$ cat src/rtl/io_port_ctrl.sv
// Single-transfer I/O port controller: runs one input or one output handshake at a time.
// Optional watchdog on the WAIT states is enabled by defining IO_PORT_CTRL_TIMEOUT_EN.
module io_port_ctrl #(
  parameter int D_WIDTH  = 34,
  parameter int PA_WIDTH = 4,
  parameter int TO_WIDTH = 8
) (
  input  logic                clk,
  input  logic                reset_i,
  input  logic                in_start_i,
  input  logic                out_start_i,
  input  logic [PA_WIDTH-1:0] port_addr_i,
  input  logic [D_WIDTH-1:0]  wr_data_i,
  output logic                busy_o,
  output logic                done_o,
  output logic                timeout_o,
  output logic [D_WIDTH-1:0]  rd_data_o,
  output logic                in_req_o,
  output logic                out_req_o,
  output logic [PA_WIDTH-1:0] in_addr_o,
  output logic [PA_WIDTH-1:0] out_addr_o,
  output logic [D_WIDTH-1:0]  out_data_o,
  input  logic [D_WIDTH-1:0]  in_data_i,
  input  logic                in_ack_i,
  input  logic                out_ack_i
);

  typedef enum logic [1:0] {IDLE, IN_WAIT, OUT_WAIT, DONE} state_t;

  state_t state;

`ifdef IO_PORT_CTRL_TIMEOUT_EN
  logic [TO_WIDTH-1:0] to_cnt;
  logic                to_hit;

  assign to_hit = (to_cnt == {TO_WIDTH{1'b1}});
`else
  assign timeout_o = 1'b0;
`endif

  // Input start wins over output start; a simultaneous output start is dropped.
  always_ff @(posedge clk) begin
    if (reset_i) begin
      state      <= IDLE;
      in_req_o   <= 1'b0;
      out_req_o  <= 1'b0;
      busy_o     <= 1'b0;
      done_o     <= 1'b0;
      in_addr_o  <= '0;
      out_addr_o <= '0;
      out_data_o <= '0;
      rd_data_o  <= '0;
`ifdef IO_PORT_CTRL_TIMEOUT_EN
      to_cnt     <= '0;
      timeout_o  <= 1'b0;
`endif
    end else begin
      done_o <= 1'b0;
`ifdef IO_PORT_CTRL_TIMEOUT_EN
      timeout_o <= 1'b0;
`endif
      case (state)
        IDLE: begin
          if (in_start_i) begin
            state     <= IN_WAIT;
            in_req_o  <= 1'b1;
            busy_o    <= 1'b1;
            in_addr_o <= port_addr_i;
`ifdef IO_PORT_CTRL_TIMEOUT_EN
            to_cnt    <= '0;
`endif
          end else if (out_start_i) begin
            state      <= OUT_WAIT;
            out_req_o  <= 1'b1;
            busy_o     <= 1'b1;
            out_addr_o <= port_addr_i;
            out_data_o <= wr_data_i;
`ifdef IO_PORT_CTRL_TIMEOUT_EN
            to_cnt     <= '0;
`endif
          end
        end
        IN_WAIT: begin
          if (in_ack_i) begin
            rd_data_o <= in_data_i;
            in_req_o  <= 1'b0;
            done_o    <= 1'b1;
            state     <= DONE;
          end
`ifdef IO_PORT_CTRL_TIMEOUT_EN
          else if (to_hit) begin
            in_req_o  <= 1'b0;
            done_o    <= 1'b1;
            timeout_o <= 1'b1;
            state     <= DONE;
          end else begin
            to_cnt <= to_cnt + 1'b1;
          end
`endif
        end
        OUT_WAIT: begin
          if (out_ack_i) begin
            out_req_o <= 1'b0;
            done_o    <= 1'b1;
            state     <= DONE;
          end
`ifdef IO_PORT_CTRL_TIMEOUT_EN
          else if (to_hit) begin
            out_req_o <= 1'b0;
            done_o    <= 1'b1;
            timeout_o <= 1'b1;
            state     <= DONE;
          end else begin
            to_cnt <= to_cnt + 1'b1;
          end
`endif
        end
        DONE: begin
          busy_o <= 1'b0;
          state  <= IDLE;
        end
        default: state <= IDLE;
      endcase
    end
  end

endmodule

$ cat config.mk
export PLATFORM = sky130hd
export DESIGN_NAME = io_port_ctrl
export DESIGN_NICKNAME = d
export VERILOG_FILES = /design/src/rtl/io_port_ctrl.sv
export SDC_FILE = /design/constraint.sdc
export NUM_CORES = 1
export LEC_CHECK = 0
export ABC_CLOCK_PERIOD_IN_PS = 1700
export CORE_ASPECT_RATIO = 0.9
export CORE_MARGIN = 2
export CORE_UTILIZATION = 36
export CTS_CLUSTER_SIZE = 12
export DETAILED_ROUTE_END_ITERATION = 16
export PLACE_DENSITY = 0.79
export SLEW_MARGIN = 5
export SYNTH_ARGS = -nofsm -noshare
export SYNTH_HDL_FRONTEND = slang
export SYNTH_SLANG_ARGS = --single-unit
$ cat constraint.sdc
create_clock -name clk -period 1.7 [get_ports clk]
set_input_delay 0.34 -clock clk [delete_from_list [all_inputs] [get_ports clk]]
set_output_delay 0.34 -clock clk [all_outputs]
set_load 0.01 [all_outputs]
-- Yosys cells after proc, flatten, opt, wreduce, memory -nomap -nowiden
Index checks and enable logic that the tools add are counted.
- word-level logic and storage cells: 47
- output and inout bits: 81
- flip-flop bits (word level): 82
- eq/ne operators: 9
- reductions and logical operators: 11
- bitwise logic cells: 1
- multiplexer cells: 17
- operators with widths (kind ; count):
    $ne 2x2->1 const B ; 5
    $reduce_and 3->1 ; 3
    $mux 1 ; 8
    $mux 2 ; 4
    $pmux 1 s2 ; 4
    $pmux 2 s4 ; 1
    $reduce_and 2->1 ; 3
    $reduce_bool 2->1 ; 3
    $eq 2x2->1 const B ; 2
    $reduce_and 4->1 ; 1
    $ne 3x3->1 const B ; 1
    $eq 2x1->1 const B ; 1
    $logic_not 2->1 ; 1
    $not 1->1 ; 1

-- Logic depth before layout (Yosys ltp)
Gate-level depths: netlist of the first run.
- word-level depth: 3
- depth in mapped cells: 7
- mapped depth without buffers: 5

-- Worst setup path after synthesis of the first run
OpenSTA, ideal clock, no wires.
- kind: register to register
- start: reg state[0]
- end: reg state[0]
- path buffers: 1
- data required time: 1577 ps
- cell stages (with the launch flop): 7
- period minus slack after synthesis: 1590 ps
- arrival: 1467 ps
- slack: 110 ps
- path through: dfxtp_1 -> inv_1 -> ha_1 -> buf_6 -> nor3b_2 -> a221oi_2 -> mux2_1
- word-level cells in the longest chain between the ends: 3
- elaborated cells between the ends (all ways): 9
- those cells by class: 6 x eq/ne; 1 x mux; 2 x reduce/logical
- RTL lines (element ; line ; RTL):
    from (decl) ; 30 ; state_t state;
    from (signal assigned) ; 44 ; state <= IDLE;
    from (signal assigned) ; 65 ; state <= IN_WAIT;
    from (signal assigned) ; 73 ; state <= OUT_WAIT;
    $eq 2x2->1 (tied with other cells) ; 62 ; case (state)
    $ne 2x2->1 (no source line) or $ne 3x3->1 (tied branches) ; - ;
    $reduce_and 3->1 (no source line) ; - ;
Several ways; a longest one is shown, not always the timed one.
A chain may end at the register's enable or synchronous reset.

-- Worst setup path in the final report of the first run
- start: reg state[1]
- end: reg state[1]
The elaborated chain is that of the path after synthesis.

==> results.sh, run 1 <==
export IMPL_status="finished clean"
export IMPL_postPlaceCellArea_mm2=0.004917
export IMPL_ys_async_sr_fraction_pct=0
export IMPL_clock_skew_ns=0.009299
export IMPL_fmax_mhz=627.9
export IMPL_n_fill_cell=792
export IMPL_synth_most_common_cell="nand2_1"
export IMPL_pin_count=159
export IMPL_finalHoldViolations=0
export IMPL_leakage_uw=0.001803
export IMPL_fin_area_mm2=0.005139
export IMPL_nets=620
export IMPL_path_max_fanout=5
export IMPL_synth_top_flop_cell="dfxtp_1"
export IMPL_syn_area_mm2=0.003212
export IMPL_end_kind="flop"
export IMPL_yosysWarnings=0
export IMPL_setup_viol=0
export IMPL_dieArea_mm2=0.009695
export IMPL_comb_power_share_pct=33.4
export IMPL_wirelength_um=8601
export IMPL_synth_adder_area_share_pct=2.337
export IMPL_synth_simple_gate_area_share_pct=22.24
export IMPL_vias=3088
export IMPL_synth_top_area_cell="dfxtp_1"
export IMPL_synth_seq_cells=82
export IMPL_dr_pass1_iters=4
export IMPL_slowest_delay_ns=0.37
export IMPL_die_w_um=103.6
export IMPL_final_core_util_pct=59.69
export IMPL_synth_compound_area_share_pct=16.71
export IMPL_drive_gt1_share_pct=14.05
export IMPL_post_drt_wl_per_cell_um=13.03
export IMPL_synthesis_nets=464
export IMPL_clk_latency_ns=0.35
export IMPL_critPathLaunchType="flop"
export IMPL_netlist_top_cells_count="nand2_1 (130), dfxtp_1 (82), a21oi_1 (62)"
export IMPL_worstMarginPinSlew_ns=0.5195
export IMPL_grt_pass1_vias=3122
export IMPL_die_h_um=93.61
export IMPL_cts_root_buf="clkbuf_8"
export IMPL_criticalPathCategory="reg2reg"
export IMPL_ant_nets=0
export IMPL_antenna_found_initial=0
export IMPL_ys_top_cells_by_area="dfxtp_1 (51%), nand2_1 (15%), a21oi_1 (9.7%)"
export IMPL_period_share_pct=93.68
export IMPL_p_sw_uw=1769
export IMPL_diodes=0
export IMPL_synth_edff_count=0
export IMPL_row_count=32
export IMPL_grt_setup_unrepaired="false"
export IMPL_synth_top_family_by_area="simple AND/OR/NAND/NOR gates"
export IMPL_cts_hold_buf=0
export IMPL_crit_required_ns=1.93
export IMPL_seq_area_frac_synth_pct=51.11
export IMPL_grt_start_max_net_pins=37
export IMPL_crit_slowest_cell="mux2_1"
export IMPL_drt_first_iter_violations=80
export IMPL_relSlewSlack_pct=65.37
export IMPL_cts_buffers=9
export IMPL_core_area_mm2=0.008608
export IMPL_peakVddDrop_mv=0.6174
export IMPL_gp_congestion=0.7730
export IMPL_clockPowerShare_pct=26.7
export IMPL_synth_cells=380
export IMPL_min_period_ns=1.593
export IMPL_synthMuxAreaShare_pct=1.363
export IMPL_viasPerCell=4.679
export IMPL_htreeDepth=3
export IMPL_synth_xor_area_share_pct=0
export IMPL_worstPathArrival_ns=1.83
export IMPL_synth_top_area_share_pct=51.11
export IMPL_cts_tree="built"
export IMPL_dp_hpwl_um=6348
export IMPL_cts_setup_buffers=0
export IMPL_cap_violations=0
export IMPL_overflow=0
export IMPL_swShare_pct=30.41
export IMPL_grt_pass1_wl_um=14220
export IMPL_route_detailed_drc=0
export IMPL_ys_types=30
export IMPL_areaGrowthSynthToFinish_pct=59.99
export IMPL_cts_path_max_buffers=2
export IMPL_cts_clk_slew_worst_paths_ns=0.07
export IMPL_cts_resized=0
export IMPL_p_seq_share_pct=39.8
export IMPL_cts_sinks=82
export IMPL_port_buffer_count=157
export IMPL_min_path_type="reg2reg"
export IMPL_drv_slew=0
export IMPL_power_density_mw_per_mm2=1132
export IMPL_power_uw=5819
export IMPL_grt_usage_pct=18.14
export IMPL_initial_core_util_pct=37.31
export IMPL_p_int_uw=4049
export IMPL_avgSynthCellArea_um2=8.452
export IMPL_worstPathCellList="inv_1 > ha_1 > nor3b_2 > a221oi_2 > mux2_1"
[flip-flops by register name, indices dropped and copies added, names as in the netlist]
| register | flops |
|---|---|
| out_req_o | 1 |
| out_data_o | 34 |
| done_o | 1 |
| busy_o | 1 |
| rd_data_o | 34 |
| state | 2 |
| in_req_o | 1 |
| in_addr_o | 4 |
| out_addr_o | 4 |
[worst paths after layout]
check / end / slack (ns) / from / depth (start not counted)
setup / recovery: state[1] / 0.11 / state[1] / 5
hold / removal: out_data_o[9] / 0.45 / out_data_o[9] / 2
setup reg to reg: state[1] / 0.11 / state[1] / 5
hold reg to reg: out_data_o[9] / 0.45 / out_data_o[9] / 2
[routing by layer]
metal,vias up,track usage (%),wire length [um]
li1,1536,-,-
met1,1432,18.97,3466
met2,108,31.40,4114
met3,12,9.686,911
met4,0,6.306,108
met5,-,0,0
[layout by cell type, fill, tap and decap left out, types with 4 or more instances in the layout]
cell type / n
clkdlybuf4s50_1: 156
ha_1: 6
a21oi_1: 62
a21oi_2: 20
buf_4: 11
inv_1: 6
nand2b_1: 4
nand2_1: 130
nand2_2: 21
dfxtp_1: 81
nand3_1: 4
buf_12: 4
clkbuf_8: 10
[metrics by stage]
step	hold slack [ns]	std cells	setup slack (ns)	TNS [ns]
finish	0.4537	660	0.1074	0
global route	0.4596	660	0.02773	0
CTS	0.4445	660	0.05537	0
detailed placement	0.4455	644	-0.02386	-0.03133
global placement	0.4411	644	0.03201	0
floorplan	0.4669	380	0.1097	0
[critical path, delay by kind of cell, from the launching register on]
family | cells | cell delay (ns)
AOI/OAI and AO/OA | 1 | 0.25
adders and majority gates | 1 | 0.22
buffers and inverters | 1 | 0.11
DFF | 1 | 0.36
muxes | 1 | 0.37
and+or+nand+nor | 1 | 0.17
[layout make-up]
class / count / area [um^2] / share of cell area, %
Timing Repair Buffer: 172 / 1729 / 33.65
Sequential cell: 82 / 1643 / 31.97
Multi-Input combinational cell: 265 / 1375 / 26.76
Tap cell: 119 / 148.9 / 2.897
Clock buffer: 12 / 145.1 / 2.824
Clock inverter: 4 / 75.07 / 1.461
Inverter: 6 / 22.52 / 0.4383
[power by group through the flow]
stage,combinational [uW],clock [uW],sequential [uW]
2_1_floorplan,973,0,2460
3_3_place_gp,1910,0,2350
3_5_place_dp,1950,0,2360
4_1_cts,1960,1600,2320
5_1_grt,2120,1700,2350
6_report,1950,1560,2320
[cells by family (layout without fill, tap and decap cells)]
| kind of cell | Yosys count | in the layout |
|---|---|---|
| simple gates | 166 | 166 |
| flops | 82 | 82 |
| compound gates | 88 | 88 |
| mux | 4 | 4 |
| fa+ha+maj | 6 | 6 |
| buf+inv | 33 | 194 |
| other cells | 1 | 1 |
Power figures use the tool's default switching activity.
==> run 2, diff against run 1 <==
- MAX_ROUTING_LAYER: default -> met4
- SKIP_LAST_GASP: default -> 1
==> results.sh, run 2 (same netlist as run 1, synthesis figures left out) <==
export IMPL_status="finished clean"
export IMPL_p_sw_uw=1775
export IMPL_clockPowerShare_pct=26.8
export IMPL_comb_power_share_pct=33.5
export IMPL_core_area_mm2=0.008608
export IMPL_swShare_pct=30.48
export IMPL_grt_usage_pct=18.59
export IMPL_vias=3074
export IMPL_peakVddDrop_mv=0.6200
export IMPL_setup_viol=0
export IMPL_grt_pass1_wl_um=14200
export IMPL_dr_pass1_iters=4
export IMPL_diodes=0
export IMPL_power_density_mw_per_mm2=1134
export IMPL_worstMarginPinSlew_ns=0.5261
export IMPL_fin_ws_ns=0.09670
export IMPL_route_detailed_drc=0
export IMPL_leakage_uw=0.001803
export IMPL_post_drt_wl_per_cell_um=13.04
export IMPL_overflow=0
export IMPL_wirelength_um=8608
export IMPL_largestRegisters="out_data_o: 34 flops, rd_data_o: 34 flops"
export IMPL_cts_clk_slew_worst_paths_ns=0.07
export IMPL_grt_start_max_net_pins=37
export IMPL_antenna_found_initial=0
export IMPL_port_buffer_count=157
export IMPL_stdcell_count=660
export IMPL_row_count=32
export IMPL_relSlewSlack_pct=64.93
export IMPL_drt_first_iter_violations=89
export IMPL_drive_gt1_share_pct=14.05
export IMPL_cts_path_max_buffers=2
export IMPL_finalHoldViolations=0
export IMPL_clk_latency_ns=0.35
export IMPL_cts_hold_buf=0
export IMPL_pin_count=159
export IMPL_clock_skew_ns=0.01024
export IMPL_pre_cts_slack_ns=-0.02386
export IMPL_initial_core_util_pct=37.31
export IMPL_fmax_mhz=623.7
export IMPL_critPathLaunchType="flop"
export IMPL_gp_congestion=0.7835
export IMPL_cts_root_buf="clkbuf_8"
export IMPL_nets=620
export IMPL_die_w_um=103.6
export IMPL_dieArea_mm2=0.009695
export IMPL_path_max_fanout=5
export IMPL_p_seq_share_pct=39.8
export IMPL_cts_buffers=9
export IMPL_worstPathArrival_ns=1.83
export IMPL_grt_pass1_vias=3123
export IMPL_power_uw=5825
export IMPL_final_core_util_pct=59.69
export IMPL_dp_cells=644
export IMPL_criticalPathCategory="reg2reg"
export IMPL_n_fill_cell=792
export IMPL_die_h_um=93.61
export IMPL_viasPerCell=4.658
export IMPL_drv_slew=0
export IMPL_ant_nets=0
export IMPL_htreeDepth=3
export IMPL_areaGrowthSynthToFinish_pct=59.99
export IMPL_crit_required_ns=1.93
export IMPL_cts_tree="built"
export IMPL_cap_violations=0
export IMPL_min_period_ns=1.603
export IMPL_grt_setup_unrepaired="false"
export IMPL_end_kind="flop"
export IMPL_dp_hpwl_um=6348
export IMPL_p_int_uw=4050
export IMPL_min_path_type="reg2reg"
export IMPL_regArea_mm2=0.001643
export IMPL_cts_sinks=82
export IMPL_final_cell_mix="clkdlybuf4s50_1 (156), nand2_1 (130), dfxtp_1 (81)"
export IMPL_final_common_cell="clkdlybuf4s50_1"
export IMPL_multiInputGateArea_mm2=0.001375
export IMPL_period_share_pct=94.31
-- run 2: cell counts in the layout (fill, tap and decap cells not counted) --
Identical to the previous run, type by type.
-- run 2: per-stage QoR --
step	setup TNS (ns)	hold slack (ns)	cell area [um^2]
6_report	0	0.4533	5139
2_1_floorplan	0	0.4669	3212
4_1_cts	0	0.4445	5137
5_1_grt	0	0.4592	5139
3_5_place_dp	-0.03133	0.4455	4917
3_3_place_gp	0	0.4411	4917
-- run 2: power groups by stage --
stage	combinational, uW	clock (uW)	sequential (uW)
6_report	1950	1560	2320
3_5_place_dp	1950	0	2360
2_1_floorplan	973	0	2460
4_1_cts	1960	1600	2320
3_3_place_gp	1910	0	2350
5_1_grt	2120	1690	2350
-- run 2: area by class of cell --
type,count,area share (%)
well taps,119,2.897
multi-input cells,265,26.76
clock buffers,12,2.824
inverters,6,0.4383
repair buffers,172,33.65
flip-flops and latches,82,31.97
clock inverters,4,1.461
-- run 2: critical path: stages, from the launching register on --
cell and delay [ns]:
dfxtp_1 0.36, inv_1 0.11, ha_1 0.22, nor3b_2 0.17, a221oi_2 0.26, mux2_1 0.37
-- run 2: metal layers --
metal  vias up  wire [um]  track usage, %  share of wire [%]
li1       1536          -               -                  -
met1      1415       3621           19.83                 42
met2       114       4112           31.35                 48
met3         9        792           8.502                9.2
met4         0         80           5.631               0.93
met5         -          0               -                  0
-- run 2: path summary, 6_finish.rpt --
kind,start,endpoint,slack [ns],depth (start not counted)
max,state[1],state[1],0.1,5
min,out_data_o[9],out_data_o[9],0.45,2
max reg2reg,state[1],state[1],0.1,5
min reg2reg,out_data_o[9],out_data_o[9],0.45,2
-- run 2: repair_timing --
action | CTS | global route
gates resized for setup | 0 | 1
endpoints found under the setup margin | 0 | 2
setup buffers | 0 | 0
==> run 3, diff against run 2 <==
- MAX_ROUTING_LAYER: met4 -> default
==> results of run 3 <==
No change in the layout: final DEF, timing and power equal those of run 1.
